[src/rtl/ctrl_pkg.sv]
// ctrl_pkg: shared opcode constants, control encodings and bundle type for the decode stage
// Contents: OP_* opcodes, ALUOp enum, EXTOp one-hot codes, NPCOp/WDSel/DMType codes,
//           ctrl_t bundle struct, alu_base() funct3 -> base ALU op helper.
package ctrl_pkg;

    localparam logic [6:0] OP_R      = 7'b0110011;
    localparam logic [6:0] OP_I      = 7'b0010011;
    localparam logic [6:0] OP_LOAD   = 7'b0000011;
    localparam logic [6:0] OP_STORE  = 7'b0100011;
    localparam logic [6:0] OP_BRANCH = 7'b1100011;
    localparam logic [6:0] OP_JAL    = 7'b1101111;
    localparam logic [6:0] OP_JALR   = 7'b1100111;
    localparam logic [6:0] OP_LUI    = 7'b0110111;
    localparam logic [6:0] OP_AUIPC  = 7'b0010111;

    typedef enum logic [4:0] {
        ALU_NOP    = 5'b00000,
        ALU_LUI, ALU_AUIPC, ALU_ADD, ALU_SUB, ALU_BNE, ALU_BLT, ALU_BGE, ALU_BLTU,
        ALU_BGEU, ALU_SLT, ALU_SLTU, ALU_XOR, ALU_OR, ALU_AND, ALU_SLL, ALU_SRL,
        ALU_SRA, ALU_MUL, ALU_MULH, ALU_MULHSU, ALU_MULHU, ALU_DIV, ALU_DIVU,
        ALU_REM, ALU_REMU
    } alu_op_e;

    localparam logic [5:0] EXT_NONE  = 6'b000000;
    localparam logic [5:0] EXT_J     = 6'b000001;
    localparam logic [5:0] EXT_U     = 6'b000010;
    localparam logic [5:0] EXT_B     = 6'b000100;
    localparam logic [5:0] EXT_S     = 6'b001000;
    localparam logic [5:0] EXT_I     = 6'b010000;
    localparam logic [5:0] EXT_SHAMT = 6'b100000;

    localparam logic [2:0] NPC_PC4    = 3'b000;
    localparam logic [2:0] NPC_BRANCH = 3'b001;
    localparam logic [2:0] NPC_JAL    = 3'b010;
    localparam logic [2:0] NPC_JALR   = 3'b100;

    localparam logic [1:0] WD_ALU = 2'b00;
    localparam logic [1:0] WD_MEM = 2'b01;
    localparam logic [1:0] WD_PC4 = 2'b10;

    localparam logic [2:0] DM_W  = 3'b000;
    localparam logic [2:0] DM_H  = 3'b001;
    localparam logic [2:0] DM_HU = 3'b010;
    localparam logic [2:0] DM_B  = 3'b011;
    localparam logic [2:0] DM_BU = 3'b100;

    typedef struct packed {
        logic       reg_write;
        logic       mem_write;
        logic [5:0] ext_op;
        logic [4:0] alu_op;
        logic [2:0] npc_op;
        logic       alu_src;
        logic [2:0] dm_type;
        logic [1:0] wd_sel;
        logic [4:0] rs1;
        logic [4:0] rs2;
        logic [4:0] rd;
    } ctrl_t;

    // Arithmetic op selected by funct3 alone (funct7 = 0 variants of R and I types)
    function automatic logic [4:0] alu_base(input logic [2:0] f3);
        case (f3)
            3'b000:  return ALU_ADD;
            3'b001:  return ALU_SLL;
            3'b010:  return ALU_SLT;
            3'b011:  return ALU_SLTU;
            3'b100:  return ALU_XOR;
            3'b101:  return ALU_SRL;
            3'b110:  return ALU_OR;
            default: return ALU_AND;
        endcase
    endfunction

endpackage

[src/rtl/ctrl_decode.sv]
// ctrl_decode: combinational RV32I(+M) instruction decoder into the control bundle
// Ports: instr (raw word) -> ctrl (control bundle incl. register fields), illegal.
module ctrl_decode
    import ctrl_pkg::*;
#(
    parameter int EN_MEXT = 0
) (
    input  logic [31:0] instr,
    output ctrl_t       ctrl,
    output logic        illegal
);

    logic [6:0] op;
    logic [6:0] f7;
    logic [2:0] f3;
    logic       bad;
    ctrl_t      c;

    assign op = instr[6:0];
    assign f3 = instr[14:12];
    assign f7 = instr[31:25];

    always_comb begin
        c = '0;
        bad = 1'b0;
        case (op)
            OP_R: begin
                c.reg_write = 1'b1;
                if (f7 == 7'b0000000) c.alu_op = alu_base(f3);
                else if (f7 == 7'b0100000 && (f3 == 3'b000 || f3 == 3'b101)) c.alu_op = f3[2] ? ALU_SRA : ALU_SUB;
                else if (f7 == 7'b0000001 && EN_MEXT != 0) c.alu_op = ALU_MUL + {2'b00, f3};
                else bad = 1'b1;
            end
            OP_I: begin
                c.reg_write = 1'b1;
                c.alu_src = 1'b1;
                c.ext_op = (f3 == 3'b001 || f3 == 3'b101) ? EXT_SHAMT : EXT_I;
                c.alu_op = (f3 == 3'b101 && f7 == 7'b0100000) ? ALU_SRA : alu_base(f3);
                bad = (f3 == 3'b001 && f7 != 7'b0000000) ||
                      (f3 == 3'b101 && f7 != 7'b0000000 && f7 != 7'b0100000);
            end
            OP_LOAD: begin
                c.reg_write = 1'b1;
                c.alu_src = 1'b1;
                c.ext_op = EXT_I;
                c.alu_op = ALU_ADD;
                c.wd_sel = WD_MEM;
                case (f3)
                    3'b000:  c.dm_type = DM_B;
                    3'b001:  c.dm_type = DM_H;
                    3'b010:  c.dm_type = DM_W;
                    3'b100:  c.dm_type = DM_BU;
                    3'b101:  c.dm_type = DM_HU;
                    default: bad = 1'b1;
                endcase
            end
            OP_STORE: begin
                c.mem_write = 1'b1;
                c.alu_src = 1'b1;
                c.ext_op = EXT_S;
                c.alu_op = ALU_ADD;
                case (f3)
                    3'b000:  c.dm_type = DM_B;
                    3'b001:  c.dm_type = DM_H;
                    3'b010:  c.dm_type = DM_W;
                    default: bad = 1'b1;
                endcase
            end
            OP_BRANCH: begin
                c.ext_op = EXT_B;
                c.npc_op = NPC_BRANCH;
                case (f3)
                    3'b000:  c.alu_op = ALU_SUB;
                    3'b001:  c.alu_op = ALU_BNE;
                    3'b100:  c.alu_op = ALU_BLT;
                    3'b101:  c.alu_op = ALU_BGE;
                    3'b110:  c.alu_op = ALU_BLTU;
                    3'b111:  c.alu_op = ALU_BGEU;
                    default: bad = 1'b1;
                endcase
            end
            OP_JAL: begin
                c.reg_write = 1'b1;
                c.ext_op = EXT_J;
                c.npc_op = NPC_JAL;
                c.wd_sel = WD_PC4;
            end
            OP_JALR: begin
                c.reg_write = 1'b1;
                c.alu_src = 1'b1;
                c.ext_op = EXT_I;
                c.alu_op = ALU_ADD;
                c.npc_op = NPC_JALR;
                c.wd_sel = WD_PC4;
                bad = f3 != 3'b000;
            end
            OP_LUI: begin
                c.reg_write = 1'b1;
                c.alu_src = 1'b1;
                c.ext_op = EXT_U;
                c.alu_op = ALU_LUI;
            end
            OP_AUIPC: begin
                c.reg_write = 1'b1;
                c.alu_src = 1'b1;
                c.ext_op = EXT_U;
                c.alu_op = ALU_AUIPC;
            end
            default: bad = 1'b1;
        endcase
        // An illegal instruction carries no side effects: every control field is cleared
        if (bad) c = '0;
        c.rs1 = instr[19:15];
        c.rs2 = instr[24:20];
        c.rd = instr[11:7];
        if (c.rd == 5'd0) c.reg_write = 1'b0;
    end

    assign ctrl = c;
    assign illegal = bad;

endmodule

[src/rtl/decode_ctrl_stage.sv]
// decode_ctrl_stage: ID stage control with valid/ready output register, load-use hazard and stall counter
// Ports: clk/rstn; in_valid/in_ready/instr/pc_in from IF/ID; flush; ex_mem_read/ex_rd from EX;
//        out_valid/out_ready plus registered bundle (RegWrite..illegal, pc_out) to EX;
//        stall_clr/stall_cnt load-use stall statistics.
module decode_ctrl_stage
    import ctrl_pkg::*;
#(
    parameter int EN_MEXT = 0,
    parameter int XLEN    = 32,
    parameter int CNT_W   = 16
) (
    input  logic             clk,
    input  logic             rstn,
    input  logic             in_valid,
    output logic             in_ready,
    input  logic [31:0]      instr,
    input  logic [XLEN-1:0]  pc_in,
    input  logic             flush,
    input  logic             ex_mem_read,
    input  logic [4:0]       ex_rd,
    input  logic             stall_clr,
    output logic             out_valid,
    input  logic             out_ready,
    output logic             RegWrite,
    output logic             MemWrite,
    output logic [5:0]       EXTOp,
    output logic [4:0]       ALUOp,
    output logic [2:0]       NPCOp,
    output logic             ALUSrc,
    output logic [2:0]       DMType,
    output logic [1:0]       WDSel,
    output logic [4:0]       rs1,
    output logic [4:0]       rs2,
    output logic [4:0]       rd,
    output logic [XLEN-1:0]  pc_out,
    output logic             illegal,
    output logic [CNT_W-1:0] stall_cnt
);

    ctrl_t dec_c;
    ctrl_t q_c;
    logic  dec_ill;
    logic  reads_rs1;
    logic  reads_rs2;
    logic  hazard;
    logic  take;

    ctrl_decode #(.EN_MEXT(EN_MEXT)) u_dec (
        .instr   (instr),
        .ctrl    (dec_c),
        .illegal (dec_ill)
    );

    // Source usage follows the opcode format only, so hazard detection does not wait on legality
    assign reads_rs2 = instr[6:0] inside {OP_R, OP_STORE, OP_BRANCH};
    assign reads_rs1 = reads_rs2 || (instr[6:0] inside {OP_I, OP_LOAD, OP_JALR});
    assign hazard = ex_mem_read && ex_rd != 5'd0 &&
                    ((reads_rs1 && instr[19:15] == ex_rd) || (reads_rs2 && instr[24:20] == ex_rd));
    assign in_ready = !flush && !hazard && (!out_valid || out_ready);
    assign take = in_valid && in_ready;

    // A free register that cannot take the instruction loads a bubble (out_valid=0, fields held)
    always_ff @(posedge clk or negedge rstn) begin
        if (!rstn) begin
            out_valid <= 1'b0;
            q_c <= '0;
            illegal <= 1'b0;
            pc_out <= '0;
        end else begin
            if (flush) out_valid <= 1'b0;
            else if (!out_valid || out_ready) out_valid <= take;
            if (take) begin
                q_c <= dec_c;
                illegal <= dec_ill;
                pc_out <= pc_in;
            end
        end
    end

    always_ff @(posedge clk or negedge rstn) begin
        if (!rstn) stall_cnt <= '0;
        else if (stall_clr) stall_cnt <= '0;
        else if (in_valid && hazard && !(&stall_cnt)) stall_cnt <= stall_cnt + CNT_W'(1);
    end

    assign RegWrite = q_c.reg_write;
    assign MemWrite = q_c.mem_write;
    assign EXTOp = q_c.ext_op;
    assign ALUOp = q_c.alu_op;
    assign NPCOp = q_c.npc_op;
    assign ALUSrc = q_c.alu_src;
    assign DMType = q_c.dm_type;
    assign WDSel = q_c.wd_sel;
    assign rs1 = q_c.rs1;
    assign rs2 = q_c.rs2;
    assign rd = q_c.rd;

endmodule
[config.mk]
export PLATFORM = sky130hd
export DESIGN_NAME = decode_ctrl_stage
export DESIGN_NICKNAME = d
export VERILOG_FILES = /design/src/rtl/ctrl_pkg.sv /design/src/rtl/ctrl_decode.sv /design/src/rtl/decode_ctrl_stage.sv
export SDC_FILE = /design/constraint.sdc
export NUM_CORES = 1
export LEC_CHECK = 0
export ABC_AREA = 1
export BUFFER_PORTS_ARGS = -buffer_cell sky130_fd_sc_hd__buf_4
export CAP_MARGIN = 30
export CELL_PAD_IN_SITES_DETAIL_PLACEMENT = 1
export CELL_PAD_IN_SITES_GLOBAL_PLACEMENT = 1
export CORE_AREA = 2 2 114 116
export CTS_CLUSTER_DIAMETER = 60
export DETAILED_ROUTE_END_ITERATION = 10
export DIE_AREA = 0 0 116 118
export PLACE_DENSITY = 0.89
export SLEW_MARGIN = 5
export SYNTH_ARGS = -nofsm -noshare
export SYNTH_HDL_FRONTEND = slang
export SYNTH_SLANG_ARGS = --single-unit
[constraint.sdc]
create_clock -name clk -period 3.8 [get_ports clk]
set_clock_uncertainty 0.15 [all_clocks]
set_input_delay 0.38 -clock clk [delete_from_list [all_inputs] [get_ports clk]]
set_output_delay 0.38 -clock clk [all_outputs]
set_load 0.005 [all_outputs]
==> flow_summary.ini, run 1 <==
[cts]
cts_root_buf = clkbuf_16
cts_max_level = 3
ctsResizeCount = 0
clkTransAtPathRegs_ns = 0.07
cts_buffers = 9
clkSinkCount = 87
clk_latency_ns = 0.35
clock_path_buffers = 2
cts_tree = done

[timing]
slew_headroom_pct = 44.98
final.period_utilization_pct = 69.80
hold_viol = 0
rsz0062_at_grt = false
final.setup.worst_slack_ns = 1.147
final.min_clock_period_ns = 2.653
setup_viol = 0
tns_ns = 0
worst-slew-pin-transition_ns = 0.8240
fmax_ghz = 0.3770
finalMaxSlewViolations = 0

[pwr]
sw_frac_of_total_pct = 27.94
leakagePower_nw = 3.414
power_density_mw_per_mm2 = 369.1
p_seq_share_pct = 46.4
combPwrFrac_pct = 18.3
finalPower_mw = 2.302
ir_worst_vdd_mv = 0.2065
p_int_mw = 1.659
p_clk_share_pct = 35.3
p_sw_mw = 0.6432

[grt]
grt_overflow = 0
grt_pass1_wl_um = 25270
first_global_vias = 5114
track_usage_pct = 23.38
grt_max_degree = 51
grt_antenna_before_repair = 0

[routing]
wl_um = 15770
via_count = 4847
drt_iter0_drc = 175
avgViaCountPerCell = 4.931
wl_per_cell_um = 16.04
ant_nets = 0
first_pass_iters = 4
drc = 0

[synth]
yosysTopAreaCellShare_pct = 46.96
synth_cell_type_count = 30
ys_ff_latch = 87
syn-num-nets = 727
seq_area_frac_synth_pct = 46.96
netlist_instances = 650
yosysWarnings = 0
synthesis.area_mm2 = 0.004636
synth.avg_cell_area_um2 = 7.132
synth_area_leader_cell = dfrtp_1
yosys-top-cells-area = dfrtp_1 (47%), nand2_1 (24%), nor2_1 (5.4%)

[floorplan]
coreArea_mm2 = 0.01241
dieArea_mm2 = 0.01369
die_height_um = 118
ios = 164
die_x_um = 116
start_util_pct = 37.34
rows = 41

[min_path]
hold_path_class = in -> reg
min-delay-start = pc_in[13]

[layout]
drive_above_1_share_pct = 24.78
antenna_cells = 0
n_fill_cell = 1614
fin_nets = 883
utilization_pct = 50.25
multi_input_area_mm2 = 0.002116
syn_to_final_growth_pct = 34.57
instances_no_fill = 983
final_cell_mix = nand2_1 (292), buf_4 (166), dfrtp_1 (87), nor2_1 (67), inv_1 (46)
seq_area_mm2 = 0.002177
layout_commonest_cell = nand2_1

[critical_path]
worstPathArrival_ns = 2.78
r2r_slack_ns = 1.15
reg2reg_from = out_valid$_DFFE_PN0P_
crit_path_end = EXTOp[3]$_DFFE_PN0P_
endpoint_kind = register
worstSetupStartpointType = register
startpoint = out_valid$_DFFE_PN0P_
r2r_cells = 5
critPathRequiredTime_ns = 3.93
crit_type = reg -> reg
r2r-end = EXTOp[3]$_DFFE_PN0P_
worstPathMaxFanout = 50

[flow_run]
drv_cap = 0

[outcome]
status = complete, no violations

[place]
dp.cells = 966
post-dp-hpwl_um = 11940
pre_cts_slack_ns = 0.8807
io_buffers = 163
gp_congestion = 1.094
==> cells in the mapped netlist <==
cell and count:
nor2_1 67, nand3_2 1, buf_4 2, xor2_1 12, dfrtp_1 87, clkbuf_1 4
o22ai_1 1, a21oi_1 9, o21ai_1 5, nand3_4 1, xnor2_1 4, inv_2 10
nand2_2 6, ha_1 1, buf_6 3, a211oi_1 1, nor2_4 1, nor3_1 4
or4_1 1, buf_2 13, nand4_4 1, nand3b_1 1, nor4_1 2, nand4_1 10
inv_1 46, o21ai_0 18, nor2_2 3, nand3_1 43, clkinv_1 1, nand2_1 292
==> kinds of logic after synthesis <==
kind of cell,count (synthesis),share of synthesized area (%)
xor gates and xnor gates,16,3.023
and+or+nand+nor,433,38.60
DFF,87,46.96
AOI/OAI and AO/OA,34,3.752
adders and majority gates,1,0.2699
buffers and inverters,79,7.395
==> sequential cells by signal, summed over array words and instances (netlist names) <==
register / flops
pc_out: 32
stall_cnt: 16
EXTOp: 6
ALUOp: 5
rd: 5
rs1: 5
rs2: 5
DMType: 3
NPCOp: 3
WDSel: 2
ALUSrc: 1
MemWrite: 1
RegWrite: 1
illegal: 1
out_valid: 1
==> worst min-delay path by stage <==
stage | end | slack (ns) | depth (start not counted)
final | pc_out[13]$_DFFE_PN0P_ | 0.08 | 3
after global routing | pc_out[1]$_DFFE_PN0P_ | 0.08 | 3
after CTS | pc_out[13]$_DFFE_PN0P_ | 0.07 | 3
after detailed placement | stall_cnt[8]$_DFFE_PN0P_ | 0.05 | 1
after global placement | stall_cnt[7]$_DFFE_PN0P_ | 0.04 | 1
after floorplan | ALUOp[0]$_DFFE_PN0P_ | -0.07 | 0
==> per-layer routing <==
layer  GRT usage, %  routed length, µm
met1          30.20               6848
met2          37.98               7517
met3          5.407               1031
met4          8.631                367
met5              0                  0
==> critical path, stage by stage, from the launching register on <==
cell     delay [ns]
dfrtp_1        0.42
a21oi_1        0.41
nand3_4        0.46
inv_2          0.78
nand2_1        0.20
nand2_1        0.12
==> per-stage QoR <==
stage                     area (µm²)  hold slack, ns
after floorplan                 4636        -0.06559
after global placement          5968         0.04278
after detailed placement        5968         0.04640
after CTS                       6238         0.07216
after global routing            6238         0.07629
final                           6238         0.07579
==> final cells by class <==
cell class                      count  share of cell area, %
Timing Repair Buffer              167                  20.14
Tap cell                          172                  3.450
Clock inverter                      3                 0.3209
Clock buffer                       13                  3.851
Inverter                           57                  3.430
Sequential cell                    87                  34.90
Multi-Input combinational cell    484                  33.91
==> power by group through the flow <==
stage / Clock (mW) / Sequential [mW] / Combinational, mW
floorplan: 0 / 1.08 / 0.153
global placement: 0 / 1.08 / 0.405
detailed placement: 0 / 1.08 / 0.423
CTS: 0.823 / 1.07 / 0.425
global route: 0.860 / 1.08 / 0.467
finish: 0.813 / 1.07 / 0.420
==> what timing repair did <==
| item | in CTS | in global routing |
|---|---|---|
| hold endpoints to repair | 5 | 0 |
| buffers inserted | 0 | 0 |
| hold buffers | 1 | 0 |
(Power assumes the default switching activity.)
==> inputs of run 2 (changes only) <==
ABC_AREA = 0   (was 1)
CORE_AREA = 2 2 111 113   (was 2 2 114 116)
DIE_AREA = 0 0 113 115   (was 0 0 116 118)
PLACE_DENSITY = 0.83   (was 0.89)
clock period = 2.7 ns   (was 3.8 ns; I/O delays follow)
==> flow_summary.ini, run 2 <==
[outcome]
status = complete, but fails checks
violations = DRC

[routing]
wl_per_cell_um = 18.73
ant_nets = 0
dr_wl_met2_um = 7232
wl_met3_um = 848
top_layer = met4
via_count = 3844
wl_met1_um = 5175
drt_iter0_drc = 160
first_pass_iters = 7
wl_um = 13430
avgViaCountPerCell = 5.361
drc = 7

[layout]
largest_reg_flops = 32
layout_commonest_cell = buf_4
fin_nets = 642
drive_above_1_share_pct = 44.74
utilization_pct = 52.50
instances_no_fill = 717
largest-register = pc_out
final_cell_mix = buf_4 (169), dfrtp_1 (87), mux2_2 (48), nand2_1 (42), nor2_1 (21)
syn_to_final_growth_pct = 43.82
antenna_cells = 0

[critical_path]
slowest_stage = or3b_2
crit_type = reg -> reg
worstSetupStartpointType = register
worstPathArrival_ns = 2.58
cpPeakStageDelay_ns = 0.53
endpoint_kind = register
cp.depth = 8
worstPathMaxFanout = 9
path_cells = ha_1 > nand3_1 > nor2_1 > a31oi_1 > buf_4 > nand4_2 > or3b_2 > a21oi_1
r2r_slack_ns = 0.24
crit_family = simple AND/OR/NAND/NOR gates
crit_buf_inv = 1
critPathRequiredTime_ns = 2.82
r2r_cells = 8

[cts]
clkTransAtPathRegs_ns = 0.07
cts_buffers = 9
clk_latency_ns = 0.34
cts_root_buf = clkbuf_16
cts_setup_buffers = 0
cts_max_level = 3
clock_path_buffers = 2
clkSinkCount = 87
cts_tree = done

[grt]
grt_pass1_wl_um = 21780
grt_overflow = 0
track_usage_pct = 21.16
first_global_vias = 4246
grt_antenna_before_repair = 0
grt_max_degree = 61

[synth]
yosysWarnings = 0
yosysMostFrequentCell = dfrtp_1
synth_cell_type_count = 59
synthArstFlopShare_pct = 100.0
synth.avg_cell_area_um2 = 11.11
yosys-top-cells-area = dfrtp_1 (50%), mux2_2 (13%), nand2_1 (3.7%)
seq_area_frac_synth_pct = 50.49
synthesis.area_mm2 = 0.004312
synthTopCellsByCount = dfrtp_1 (87), mux2_2 (48), nand2_1 (42)
synth_edf_count = 0
syn-num-nets = 465
ys.flop_type = dfrtp_1
synth_area_leader_cell = dfrtp_1
ys_ff_latch = 87
netlist_instances = 388
yosysTopAreaCellShare_pct = 50.49

[floorplan]
rows = 40
ios = 164
start_util_pct = 36.50
die_x_um = 113
dieArea_mm2 = 0.01300
die_height_um = 115
coreArea_mm2 = 0.01181

[timing]
worst-slew-pin-transition_ns = 0.5702
rsz0062_at_grt = false
tns_ns = 0
hold_viol = 0
slew_headroom_pct = 61.49
finalMaxSlewViolations = 0
final.period_utilization_pct = 91.18
fmax_ghz = 0.4062
setup_viol = 0
final.min_clock_period_ns = 2.462

[place]
io_buffers = 163
dp.cells = 686
gp_congestion = 0.8865
post-dp-hpwl_um = 9942

[min_path]
whs_path_depth = 2
hold_path_class = in -> reg

[pwr]
leakagePower_nw = 2.794
power_density_mw_per_mm2 = 571.3
ir_worst_vdd_mv = 0.3588

[flow_run]
drv_cap = 0
[run 2: cell types whose count changed after synthesis, moves of 10 or more]
cell and delta:
nand3_1 -31, inv_1 -41, o31ai_1 +12, nand2_1 -250, mux2_2 +48, nor2_1 -46, inv_2 -10
[run 2: repair_timing]
action / CTS / global route
hold endpoints to repair: 41 / 0
gates resized for setup: 0 / 0
hold buffers: 15 / 0
[run 2: worst paths after layout]
check                                          from                   endpoint
setup / recovery           stall_cnt[0]$_DFFE_PN0P_  stall_cnt[15]$_DFFE_PN0P_
hold / removal                            pc_in[29]     pc_out[29]$_DFFE_PN0P_
setup reg to reg           stall_cnt[0]$_DFFE_PN0P_  stall_cnt[15]$_DFFE_PN0P_
hold reg to reg               DMType[0]$_DFFE_PN0P_      DMType[0]$_DFFE_PN0P_
max in group asynchronous                      rstn  stall_cnt[15]$_DFFE_PN0P_
min in group asynchronous                      rstn     pc_out[28]$_DFFE_PN0P_
[run 2: cells by family (layout without fill, tap and decap cells)]
logic type      count (synthesis)  after routing  share of synthesized area (%)
simple gates                  127            127                          16.11
flops                          87             87                          50.49
compound gates                 80             80                          13.47
mux                            49             49                          12.77
buf+inv                        26            208                          3.221
xor+xnor                       18             18                          3.656
fa+ha+maj                       1              1                         0.2901
[run 2: layout make-up]
class                      count  area [µm²]
clock buffer                  10       239.0
fill                        1313        5610
inverter                       5       18.77
tap                          147       183.9
clock inverter                 6       92.59
timing repair buffer         187        1486
sequential                    87        2177
multi-input combinational    275        2003
[run 2: per-layer routing]
| metal | global-route usage [%] | up-vias |
|---|---|---|
| li1 | - | 1767 |
| met2 | 38.00 | 115 |
| met4 | 5.772 | 0 |
| met1 | 24.20 | 1947 |
| met3 | 7.116 | 15 |
| met5 | 0 | - |
[run 2: stage by stage]
step | cell area [µm²] | worst slack, ns | hold WS (ns) | power [mW]
after floorplan | 4312 | 0.3642 | -0.1756 | 1.761
after global placement | 5692 | 0.2451 | 0.3118 | 2.125
after detailed placement | 5719 | 0.1561 | 0.08122 | 2.168
after CTS | 6201 | 0.2378 | 0.0001047 | 3.583
after global routing | 6201 | 0.01560 | 0.001335 | 3.700
final | 6201 | 0.2381 | 0.005946 | 3.542
[run 2: power breakdown]
| group | leakage [nW] | switching [mW] | internal [mW] |
|---|---|---|---|
| Clock | 0.155 | 0.545 | 0.841 |
| Sequential | 1.11 | 0.0717 | 1.43 |
| Combinational | 1.53 | 0.265 | 0.388 |
| Total | 2.79 | 0.882 | 2.66 |
